### config.mk
export PLATFORM = sky130hd
export DESIGN_NAME = frame_buffer_writer_flat
export DESIGN_NICKNAME = d
export VERILOG_FILES = /design/src/rtl/frame_buffer_writer_if.sv /design/src/rtl/frame_buffer_writer.sv /design/src/flat_wrapper.sv
export SDC_FILE = /design/constraint.sdc
export NUM_CORES = 1
export LEC_CHECK = 0
export ABC_CLOCK_PERIOD_IN_PS = 3300
export CAP_MARGIN = 20
export CELL_PAD_IN_SITES_DETAIL_PLACEMENT = 0
export CELL_PAD_IN_SITES_GLOBAL_PLACEMENT = 2
export CORE_UTILIZATION = 32
export DETAILED_ROUTE_END_ITERATION = 10
export HOLD_SLACK_MARGIN = 0.1
export PLACE_DENSITY_LB_ADDON = 0.12
export SYNTH_ARGS = -nofsm -noshare
export SYNTH_HDL_FRONTEND = slang
export SYNTH_SLANG_ARGS = --single-unit
### constraint.sdc
create_clock -name clk -period 3.3 [get_ports clk]
set_input_delay 0.495 -clock clk [delete_from_list [all_inputs] [get_ports clk]]
set_output_delay 0.495 -clock clk [all_outputs]
set_load 0.02 [all_outputs]
### src/rtl/frame_buffer_writer_if.sv
// Processed pixel stream between the scaling datapath (master) and the frame buffer writer (slave).
interface frame_buffer_writer_if #(
  parameter int PIX_W = 8
) ();
  logic [PIX_W-1:0] pixel_in;
  logic             pixel_valid;
  logic             pixel_ready;

  modport master (output pixel_in, output pixel_valid, input pixel_ready);
  modport slave  (input pixel_in, input pixel_valid, output pixel_ready);
endinterface

### src/rtl/frame_buffer_writer.sv
// Raster-order writer into a double-buffered frame RAM; a finished bank is handed to scan-out on vsync.
// Optional FBW_STATS_EN adds a 16-bit frame_count output counting completed swaps.
module frame_buffer_writer #(
  parameter int MAX_W  = 640,
  parameter int MAX_H  = 480,
  parameter int ADDR_W = 20,
  parameter int PIX_W  = 8
) (
  input  logic                  clk,
  input  logic                  rst,
  input  logic                  start,
  input  logic [9:0]            out_w,
  input  logic [8:0]            out_h,
  frame_buffer_writer_if.slave  pix,
  input  logic                  vsync_pulse,
  output logic                  wr_en,
  output logic [ADDR_W-1:0]     wr_addr,
  output logic [PIX_W-1:0]      wr_data,
  output logic                  display_bank,
  output logic                  busy,
  output logic                  frame_done,
  output logic                  err_cfg,
`ifdef FBW_STATS_EN
  output logic                  err_drop,
  output logic [15:0]           frame_count
`else
  output logic                  err_drop
`endif
);

  localparam logic [9:0]        MAX_W_V   = 10'(MAX_W);
  localparam logic [8:0]        MAX_H_V   = 9'(MAX_H);
  localparam logic [ADDR_W-1:0] BANK_BASE = ADDR_W'(MAX_W * MAX_H);

  typedef enum logic [1:0] {
    S_IDLE      = 2'd0,
    S_CAPTURE   = 2'd1,
    S_WAIT_SWAP = 2'd2
  } state_t;

  state_t              r_state;
  state_t              w_next;
  logic                w_ready;
  logic                w_busy;

  logic [9:0]          r_w;
  logic [8:0]          r_h;
  logic [9:0]          r_x;
  logic [8:0]          r_y;
  logic [ADDR_W-1:0]   r_lin;
  logic                r_wr_bank;
  logic                r_display_bank;
  logic                r_frame_done;
  logic                r_err_cfg;
  logic                r_err_drop;
  logic                r_vld_p1;
  logic [ADDR_W-1:0]   r_addr_p1;
  logic [PIX_W-1:0]    r_data_p1;
`ifdef FBW_STATS_EN
  logic [15:0]         r_frame_count;
`endif

  logic                w_cfg_ok;
  logic                w_beat;
  logic                w_x_end;
  logic                w_last;
  logic                w_drop;
  logic [ADDR_W-1:0]   w_base;

  assign w_cfg_ok = (out_w != 10'd0) && (out_w <= MAX_W_V) &&
                    (out_h != 9'd0)  && (out_h <= MAX_H_V);
  assign w_beat   = pix.pixel_valid && w_ready;
  assign w_x_end  = (r_x == r_w - 10'd1);
  assign w_last   = w_x_end && (r_y == r_h - 9'd1);
  assign w_drop   = pix.pixel_valid && !w_ready;
  assign w_base   = r_wr_bank ? BANK_BASE : '0;

  always_ff @(posedge clk) begin
    if (rst) r_state <= S_IDLE;
    else     r_state <= w_next;
  end

  always_comb begin
    w_next = r_state;
    case (r_state)
      S_IDLE:      if (start && w_cfg_ok)  w_next = S_CAPTURE;
      S_CAPTURE:   if (w_beat && w_last)   w_next = S_WAIT_SWAP;
      S_WAIT_SWAP: if (vsync_pulse)        w_next = S_IDLE;
      default:                             w_next = S_IDLE;
    endcase
  end

  always_comb begin
    w_ready = 1'b0;
    w_busy  = 1'b1;
    case (r_state)
      S_IDLE:    w_busy  = 1'b0;
      S_CAPTURE: w_ready = 1'b1;
      default:   ;
    endcase
  end

  // Stage p0 -> p1: accepted beat becomes a registered RAM write one cycle later
  always_ff @(posedge clk) begin
    if (rst) begin
      r_w            <= '0;
      r_h            <= '0;
      r_x            <= '0;
      r_y            <= '0;
      r_lin          <= '0;
      r_wr_bank      <= 1'b0;
      r_display_bank <= 1'b0;
      r_frame_done   <= 1'b0;
      r_err_cfg      <= 1'b0;
      r_err_drop     <= 1'b0;
      r_vld_p1       <= 1'b0;
      r_addr_p1      <= '0;
      r_data_p1      <= '0;
`ifdef FBW_STATS_EN
      r_frame_count  <= '0;
`endif
    end else begin
      r_vld_p1     <= 1'b0;
      r_frame_done <= 1'b0;
      case (r_state)
        S_IDLE: begin
          if (start) begin
            if (w_cfg_ok) begin
              r_w        <= out_w;
              r_h        <= out_h;
              r_x        <= '0;
              r_y        <= '0;
              r_lin      <= '0;
              r_wr_bank  <= ~r_display_bank;
              r_err_cfg  <= 1'b0;
              r_err_drop <= 1'b0;
            end else begin
              r_err_cfg  <= 1'b1;
            end
          end
        end
        S_CAPTURE: begin
          if (w_beat) begin
            r_vld_p1  <= 1'b1;
            r_addr_p1 <= w_base + r_lin;
            r_data_p1 <= pix.pixel_in;
            r_lin     <= r_lin + ADDR_W'(1);
            if (w_x_end) begin
              r_x <= '0;
              r_y <= r_y + 9'd1;
            end else begin
              r_x <= r_x + 10'd1;
            end
          end
        end
        S_WAIT_SWAP: begin
          // Only here may the scan-out bank change, so a half-written bank is never shown
          if (vsync_pulse) begin
            r_display_bank <= r_wr_bank;
            r_frame_done   <= 1'b1;
`ifdef FBW_STATS_EN
            r_frame_count  <= r_frame_count + 16'd1;
`endif
          end
        end
        default: ;
      endcase
      // A pixel offered while not ready is lost; flag it even on a clearing start
      if (w_drop) r_err_drop <= 1'b1;
    end
  end

  assign pix.pixel_ready = w_ready;
  assign busy            = w_busy;
  assign wr_en           = r_vld_p1;
  assign wr_addr         = r_addr_p1;
  assign wr_data         = r_data_p1;
  assign display_bank    = r_display_bank;
  assign frame_done      = r_frame_done;
  assign err_cfg         = r_err_cfg;
  assign err_drop        = r_err_drop;
`ifdef FBW_STATS_EN
  assign frame_count     = r_frame_count;
`endif

endmodule

### src/flat_wrapper.sv
// flat-port wrapper written by rule: the top's interface ports become plain ports
module frame_buffer_writer_flat 
#(
  parameter int MAX_W  = 640,
  parameter int MAX_H  = 480,
  parameter int ADDR_W = 20,
  parameter int PIX_W  = 8
)
  (clk, rst, start, out_w, out_h, vsync_pulse, wr_en, wr_addr, wr_data, display_bank, busy, frame_done, err_cfg, err_drop, pix_pixel_in, pix_pixel_valid, pix_pixel_ready);
  frame_buffer_writer_if #(.PIX_W(PIX_W)) pix_i ();
  input  logic clk;
  input  logic rst;
  input  logic start;
  input  logic [9:0] out_w;
  input  logic [8:0] out_h;
  input  logic vsync_pulse;
  output logic wr_en;
  output logic [ADDR_W-1:0] wr_addr;
  output logic [PIX_W-1:0] wr_data;
  output logic display_bank;
  output logic busy;
  output logic frame_done;
  output logic err_cfg;
  output logic err_drop;
  input wire logic [$bits(pix_i.pixel_in)-1:0] pix_pixel_in;
  input wire logic [$bits(pix_i.pixel_valid)-1:0] pix_pixel_valid;
  output wire logic [$bits(pix_i.pixel_ready)-1:0] pix_pixel_ready;
  assign pix_i.pixel_in = pix_pixel_in;
  assign pix_i.pixel_valid = pix_pixel_valid;
  assign pix_pixel_ready = pix_i.pixel_ready;
  frame_buffer_writer #(.MAX_W(MAX_W), .MAX_H(MAX_H), .ADDR_W(ADDR_W), .PIX_W(PIX_W)) u_core (.clk(clk), .rst(rst), .start(start), .out_w(out_w), .out_h(out_h), .pix(pix_i), .vsync_pulse(vsync_pulse), .wr_en(wr_en), .wr_addr(wr_addr), .wr_data(wr_data), .display_bank(display_bank), .busy(busy), .frame_done(frame_done), .err_cfg(err_cfg), .err_drop(err_drop));
endmodule
==> results of run 1 <==
==> Yosys cell counts (all sizes together) (2+ instances only) <==
library cell,instances
a211oi,7
a21o,3
a21oi,57
a311oi,3
a31oi,10
and2,5
and3,8
buf,8
clkbuf,26
dfxtp,94
ha,9
inv,16
mux2i,16
nand2,76
nand2b,3
nand3,33
nand3b,4
nand4,13
nand4b,7
nor2,54
nor3,8
nor4,6
o21ai,18
o21ba,2
o31ai,11
or2,4
or3,12
or3b,3
or4,14
xnor2,17
xor2,18
==> layout make-up <==
cell class                      count  share of cell area (%)
Timing Repair Buffer               77                    12.8
Inverter                           16                    1.03
Tap cell                          180                    3.87
Multi-Input combinational cell    434                    44.6
Clock inverter                      2                   0.667
Sequential cell                    94                    32.3
Clock buffer                       13                    4.65
==> per-layer routing <==
layer / global-route usage, % / up-vias / wire length, um
met3: 4.79 / 19 / 702
met1: 21.8 / 1973 / 5610
met5: 0 / - / 0
li1: - / 2162 / -
met4: 7.01 / 0 / 286
met2: 28.8 / 92 / 5830
==> power groups by stage <==
| stage | registers [mW] | clock network, mW | logic [mW] |
|---|---|---|---|
| 2_1_floorplan | 1.22 | 0 | 0.198 |
| 3_3_place_gp | 1.22 | 0 | 0.325 |
| 3_5_place_dp | 1.22 | 0 | 0.328 |
| 4_1_cts | 1.20 | 1.13 | 0.330 |
| 5_1_grt | 1.20 | 1.17 | 0.366 |
| 6_report | 1.20 | 1.09 | 0.330 |
==> worst register-to-register path: stages (launching register included) <==
cell      delay, ps
dfxtp_1         410
inv_1            80
ha_1            320
nor4b_1         320
o31ai_1         100
a211oi_1        460
a21oi_2         230
buf_8           220
or4_1           490
a21oi_1         150
==> sequential cells by signal (all words and copies together), names as in the netlist <==
| register | flops |
|---|---|
| u_core.wr_data | 8 |
| u_core.r_wr_bank | 1 |
| u_core.r_h | 9 |
| u_core.r_lin | 20 |
| u_core.wr_en | 1 |
| u_core.err_cfg | 1 |
| u_core.err_drop | 1 |
| u_core.display_bank | 1 |
| u_core.r_state | 2 |
| u_core.frame_done | 1 |
| u_core.wr_addr | 20 |
| u_core.r_y | 9 |
| u_core.r_x | 10 |
| u_core.r_w | 10 |
==> cell usage in the layout, fill, tap and decap left out, types with 2 or more instances in the layout <==
cell             count
dfxtp_1             94
nand2_1             76
clkdlybuf4s50_1     65
a21oi_1             56
nor2_1              54
nand3_1             33
xor2_1              18
xnor2_1             17
mux2i_1             16
inv_1               15
or4_1               14
nand4_1             13
or3_1               12
o21ai_0             12
o31ai_1             11
a31oi_1             10
buf_4               10
ha_1                 9
clkbuf_16            9
and3_1               8
a211oi_1             7
nand4b_1             7
nor4_1               6
nor3_1               6
o21ai_1              6
and2_1               5
nand3b_1             4
nand2b_1             3
a21o_1               3
or2_1                3
or3b_1               3
clkbuf_8             3
nor3_2               2
o21ba_1              2
a311oi_1             2
==> worst paths after layout <==
check / endpoint / start / slack, ps / depth (start not counted)
setup / recovery: u_core.r_y[5]$_SDFFE_PP0P_ / u_core.r_w[0]$_SDFFE_PP0P_ / 460 / 9
hold / removal: u_core.wr_data[5]$_SDFFE_PP0P_ / u_core.wr_data[5]$_SDFFE_PP0P_ / 450 / 2
hold reg to reg: u_core.wr_data[5]$_SDFFE_PP0P_ / u_core.wr_data[5]$_SDFFE_PP0P_ / 450 / 2
setup reg to reg: u_core.r_y[5]$_SDFFE_PP0P_ / u_core.r_w[0]$_SDFFE_PP0P_ / 460 / 9
==> cells by family (layout without fill, tap and decap cells) <==
group	Yosys count	count (layout)	share of synthesized area, %
buffers and inverters	50	108	4.08
AO/OA/AOI/OAI	117	117	15.0
flip-flops	94	94	40.4
multiplexers	17	17	3.68
adder cells (fa/ha/maj)	10	10	2.84
XOR/XNOR	35	35	6.57
AND/OR/NAND/NOR	255	255	27.5
==> per-stage QoR <==
step	util, %	cell area (um^2)
after detailed placement	39.1	5490
after floorplan	-	4660
final	41.4	5820
after CTS	41.3	5800
after global routing	41.4	5820
after global placement	39.1	5490
==> results.cfg, run 1 <==
[power]
clockPowerShare_pct = 41.7
sw_frac_of_total_pct = 25.3
p_sw_mw = 0.661
power_mw = 2.61
internal-power_mw = 1.95
pwr-share-comb_pct = 12.6
vdd_drop_max_uv = 258
p_per_area_mw_per_mm2 = 449
power_leakage_nw = 1.98
power_frac_seq_pct = 45.7

[worst_setup_path]
crit_chain = inv_1, ha_1, nor4b_1, o31ai_1, a211oi_1, a21oi_2, buf_8, or4_1, a21oi_1
cp_data_arrival_time_ps = 3120
critPathMaxStageDelay_ps = 480
crit_required_ps = 3580
path_delay_family = compound AO/OA/AOI/OAI gates
crit_slowest_cell = or4_1
crit_fanout = 20
end_kind = register
start_kind = register
crit_type = reg -> reg
path_buf_inv = 2

[synthesis]
synth_top_area_cell = dfxtp_1
ys_async_sr_fraction_pct = 0
yosysSeqAreaShare_pct = 40.4
avgSynthCellArea_um2 = 8.07
syn_area_mm2 = 0.00466
synthCells = 578
yosys.area.top_type_share_pct = 40.4
yosysWarnings = 0
synth_edf_count = 0
netlist-cell-type-count = 51
synthesis.nets = 620
synth_area_leaders = dfxtp_1 (40%), nand2_1 (6.1%), a21oi_1 (6.0%), nor2_1 (4.3%), nand3_1 (3.5%)
synth_top_flop_cell = dfxtp_1
yosys_register_bits = 94

[global_routing]
grt_max_degree = 36
grtUsageTotal_pct = 17.6
antenna_found_initial = 0
grt_pass1_vias = 4057
grt_pass1_wl_um = 20500
overflow = 0

[timing]
worstMarginPinSlew_ps = 652
tns_ps = 0
whs_ps = 453
rsz0062_at_grt = false
slew_headroom_pct = 56.5
clock.fmax_mhz = 352
finalSetupViolCount = 0
fin_crit_ps = 2840
hold_violations = 0
drv_slew = 0
fin_crit_sh_pct = 86.0
setup_ws_ps = 461
clock_skew_ps = 7.16

[floorplanning]
die_x_um = 123
rows = 43
die_h_um = 123
core_area_mm2 = 0.0140
initial_core_util_pct = 33.2
pin_count = 67
die_area_mm2 = 0.0151

[place]
place_inst = 800
pre_cts_ws_ps = 204
gp_congestion = 0.797
hpwl_um = 8760
port_buffers = 66

[status]
status = complete, no violations

[drt]
ant_nets = 0
wl_um = 12400
drtIter0Drc = 172
drt_pre_antenna_iters = 4
drc = 0
vias_per_cell = 5.20
wire_per_inst_um = 15.2
vias = 4246

[clock_network]
cts_inserted_buffers = 9
ctsHoldBuffers = 0
clock_path_buffers = 2
path_clk_slew_ps = 60
cts_tree = built
post_cts_buffers = 0
insertion_delay_ps = 350
clock-sinks = 94
cts.repair.resized = 0
root_buffer = clkbuf_16
htreeDepth = 3

[layout]
area_growth_syn_to_layout_pct = 24.8
num_antenna_cells = 0
drive_gt1_share_pct = 5.19
fin_cells = 816
multiInputGateArea_mm2 = 0.00260
fin_nets = 674
fillers = 1449
register_area_mm2 = 0.00188

[worst_hold_path]
hold_class = reg -> reg

[job]
drv_cap = 0
Note: power is estimated with default switching activity, not from simulation.
==> inputs of run 2 (changes only) <==
- CAP_MARGIN: 20 -> unset
- SLEW_MARGIN: unset -> 20
==> results.cfg, run 2 (synthesized netlist as in run 1, its figures left out) <==
[drt]
ant_nets = 0
drtIter0Drc = 187
wire_per_inst_um = 15.2
vias_per_cell = 5.19
drt_pre_antenna_iters = 4
wl_um = 12400
drc = 0
vias = 4228

[worst_setup_path]
start_kind = register
end_kind = register
crit_fanout = 27
crit_chain = inv_1, ha_1, nor4b_1, o31ai_1, a211oi_1, a21oi_4, or4_1, a21oi_1
crit_slowest_cell = a211oi_1
reg2reg_depth = 8
crit_type = reg -> reg
critPathMaxStageDelay_ps = 550
path_buf_inv = 1
ff2ff_setup_slack_ps = 430
crit_required_ps = 3580
path_delay_family = compound AO/OA/AOI/OAI gates
r2r-end = u_core.r_y[5]$_SDFFE_PP0P_
cp_data_arrival_time_ps = 3150
r2r_start = u_core.r_w[0]$_SDFFE_PP0P_

[timing]
hold_violations = 0
tns_ps = 0
drv_slew = 0
fin_crit_ps = 2870
finalSetupViolCount = 0
clock_skew_ps = 6.60
setup_ws_ps = 435
clock.fmax_mhz = 349
fin_crit_sh_pct = 86.8
worstMarginPinSlew_ps = 677
slew_headroom_pct = 54.7
rsz0062_at_grt = false

[worst_hold_path]
hold_class = reg -> reg
min_path_cells = 2
hp-start = u_core.wr_data[5]$_SDFFE_PP0P_
hold_path_end = u_core.wr_data[5]$_SDFFE_PP0P_

[clock_network]
ctsHoldBuffers = 0
clock-sinks = 94
root_buffer = clkbuf_16
cts_tree = built
cts_inserted_buffers = 9
clock_path_buffers = 2
insertion_delay_ps = 350
cts.repair.resized = 0
htreeDepth = 3
path_clk_slew_ps = 60
post_cts_buffers = 0

[global_routing]
grt_max_degree = 36
grtUsageTotal_pct = 17.6
overflow = 0
grt_pass1_vias = 4057
grt_pass1_wl_um = 20500
antenna_found_initial = 0

[place]
gp_congestion = 0.797
pre_cts_ws_ps = 204
place_area_mm2 = 0.00549
hpwl_um = 8760
port_buffers = 66

[layout]
finish.instance_area_mm2 = 0.00581
final_common_cell = dfxtp_1
fillers = 1451
mostFrequentLayoutCells = dfxtp_1 (94), nand2_1 (76), clkdlybuf4s50_1 (65)
num_antenna_cells = 0
drive_gt1_share_pct = 5.04
area_growth_syn_to_layout_pct = 24.6
fin_nets = 673

[power]
clockPowerShare_pct = 41.8
power_leakage_nw = 1.97
p_per_area_mw_per_mm2 = 450
p_sw_mw = 0.663
power_frac_seq_pct = 45.7
power_mw = 2.61
internal-power_mw = 1.95
vdd_drop_max_uv = 258
sw_frac_of_total_pct = 25.4
pwr-share-comb_pct = 12.5

[floorplanning]
initial_core_util_pct = 33.2
die_h_um = 123
die_x_um = 123
pin_count = 67
core_area_mm2 = 0.0140
rows = 43
die_area_mm2 = 0.0151

[job]
drv_cap = 0

[status]
status = complete, no violations
## run 2: cell count changes in the layout (fill, tap and decap cells not counted)
cell,before,now
a21oi_4,0,1
a21oi_2,1,0
buf_8,1,0
## run 2: layout make-up
type | instances | area, um^2 | share of cell area (%)
Multi-Input combinational cell | 434 | 2600 | 44.8
Clock inverter | 2 | 38.8 | 0.668
Timing Repair Buffer | 76 | 731 | 12.6
Clock buffer | 13 | 270 | 4.65
Sequential cell | 94 | 1880 | 32.4
Tap cell | 180 | 225 | 3.88
Inverter | 16 | 60.1 | 1.03
## run 2: worst min-delay path, cell delays in order, from the launching register on
cell	delay, ps
dfxtp_1	310
nand2_1	50
a21oi_1	50
## run 2: power groups by stage
stage | Clock (mW) | Sequential, mW | Combinational, mW
2_1_floorplan | 0 | 1.22 | 0.198
3_3_place_gp | 0 | 1.22 | 0.325
3_5_place_dp | 0 | 1.22 | 0.328
4_1_cts | 1.13 | 1.20 | 0.330
5_1_grt | 1.17 | 1.20 | 0.364
6_report | 1.09 | 1.20 | 0.327
## run 2: routing by layer
layer | GRT usage [%] | vias to the layer above | part of all wire [%] | wire (um)
met5 | 0 | - | 0 | 0
met4 | 7.01 | 0 | 2.2 | 273
met3 | 4.79 | 21 | 5.2 | 649
met2 | 28.8 | 74 | 47 | 5830
met1 | 21.8 | 1970 | 46 | 5650
li1 | - | 2163 | - | -
## run 2: stage by stage
step | cells | hold slack (ps) | util, %
after detailed placement | 800 | 447 | 39.1
after CTS | 815 | 456 | 41.3
after global routing | 815 | 477 | 41.4
after global placement | 800 | 444 | 39.1
final | 815 | 453 | 41.4
after floorplan | 578 | 452 | -
## run 2: how the worst max path moves through the flow
stage                                           from                             end  slack (ps)  depth (start not counted)
after floorplan           u_core.r_h[0]$_SDFFE_PP0P_  u_core.r_state[0]$_SDFFE_PP0P_         880                          8
after global placement                      out_w[3]   u_core.r_lin[18]$_SDFFE_PP0P_         270                          9
after detailed placement                    out_w[3]      u_core.r_y[5]$_SDFFE_PP0P_         200                          9
after CTS                 u_core.r_w[0]$_SDFFE_PP0P_      u_core.r_y[5]$_SDFFE_PP0P_         420                          8
after global routing      u_core.r_w[0]$_SDFFE_PP0P_      u_core.r_y[7]$_SDFFE_PP0P_         170                          8
final                     u_core.r_w[0]$_SDFFE_PP0P_      u_core.r_y[5]$_SDFFE_PP0P_         430                          8
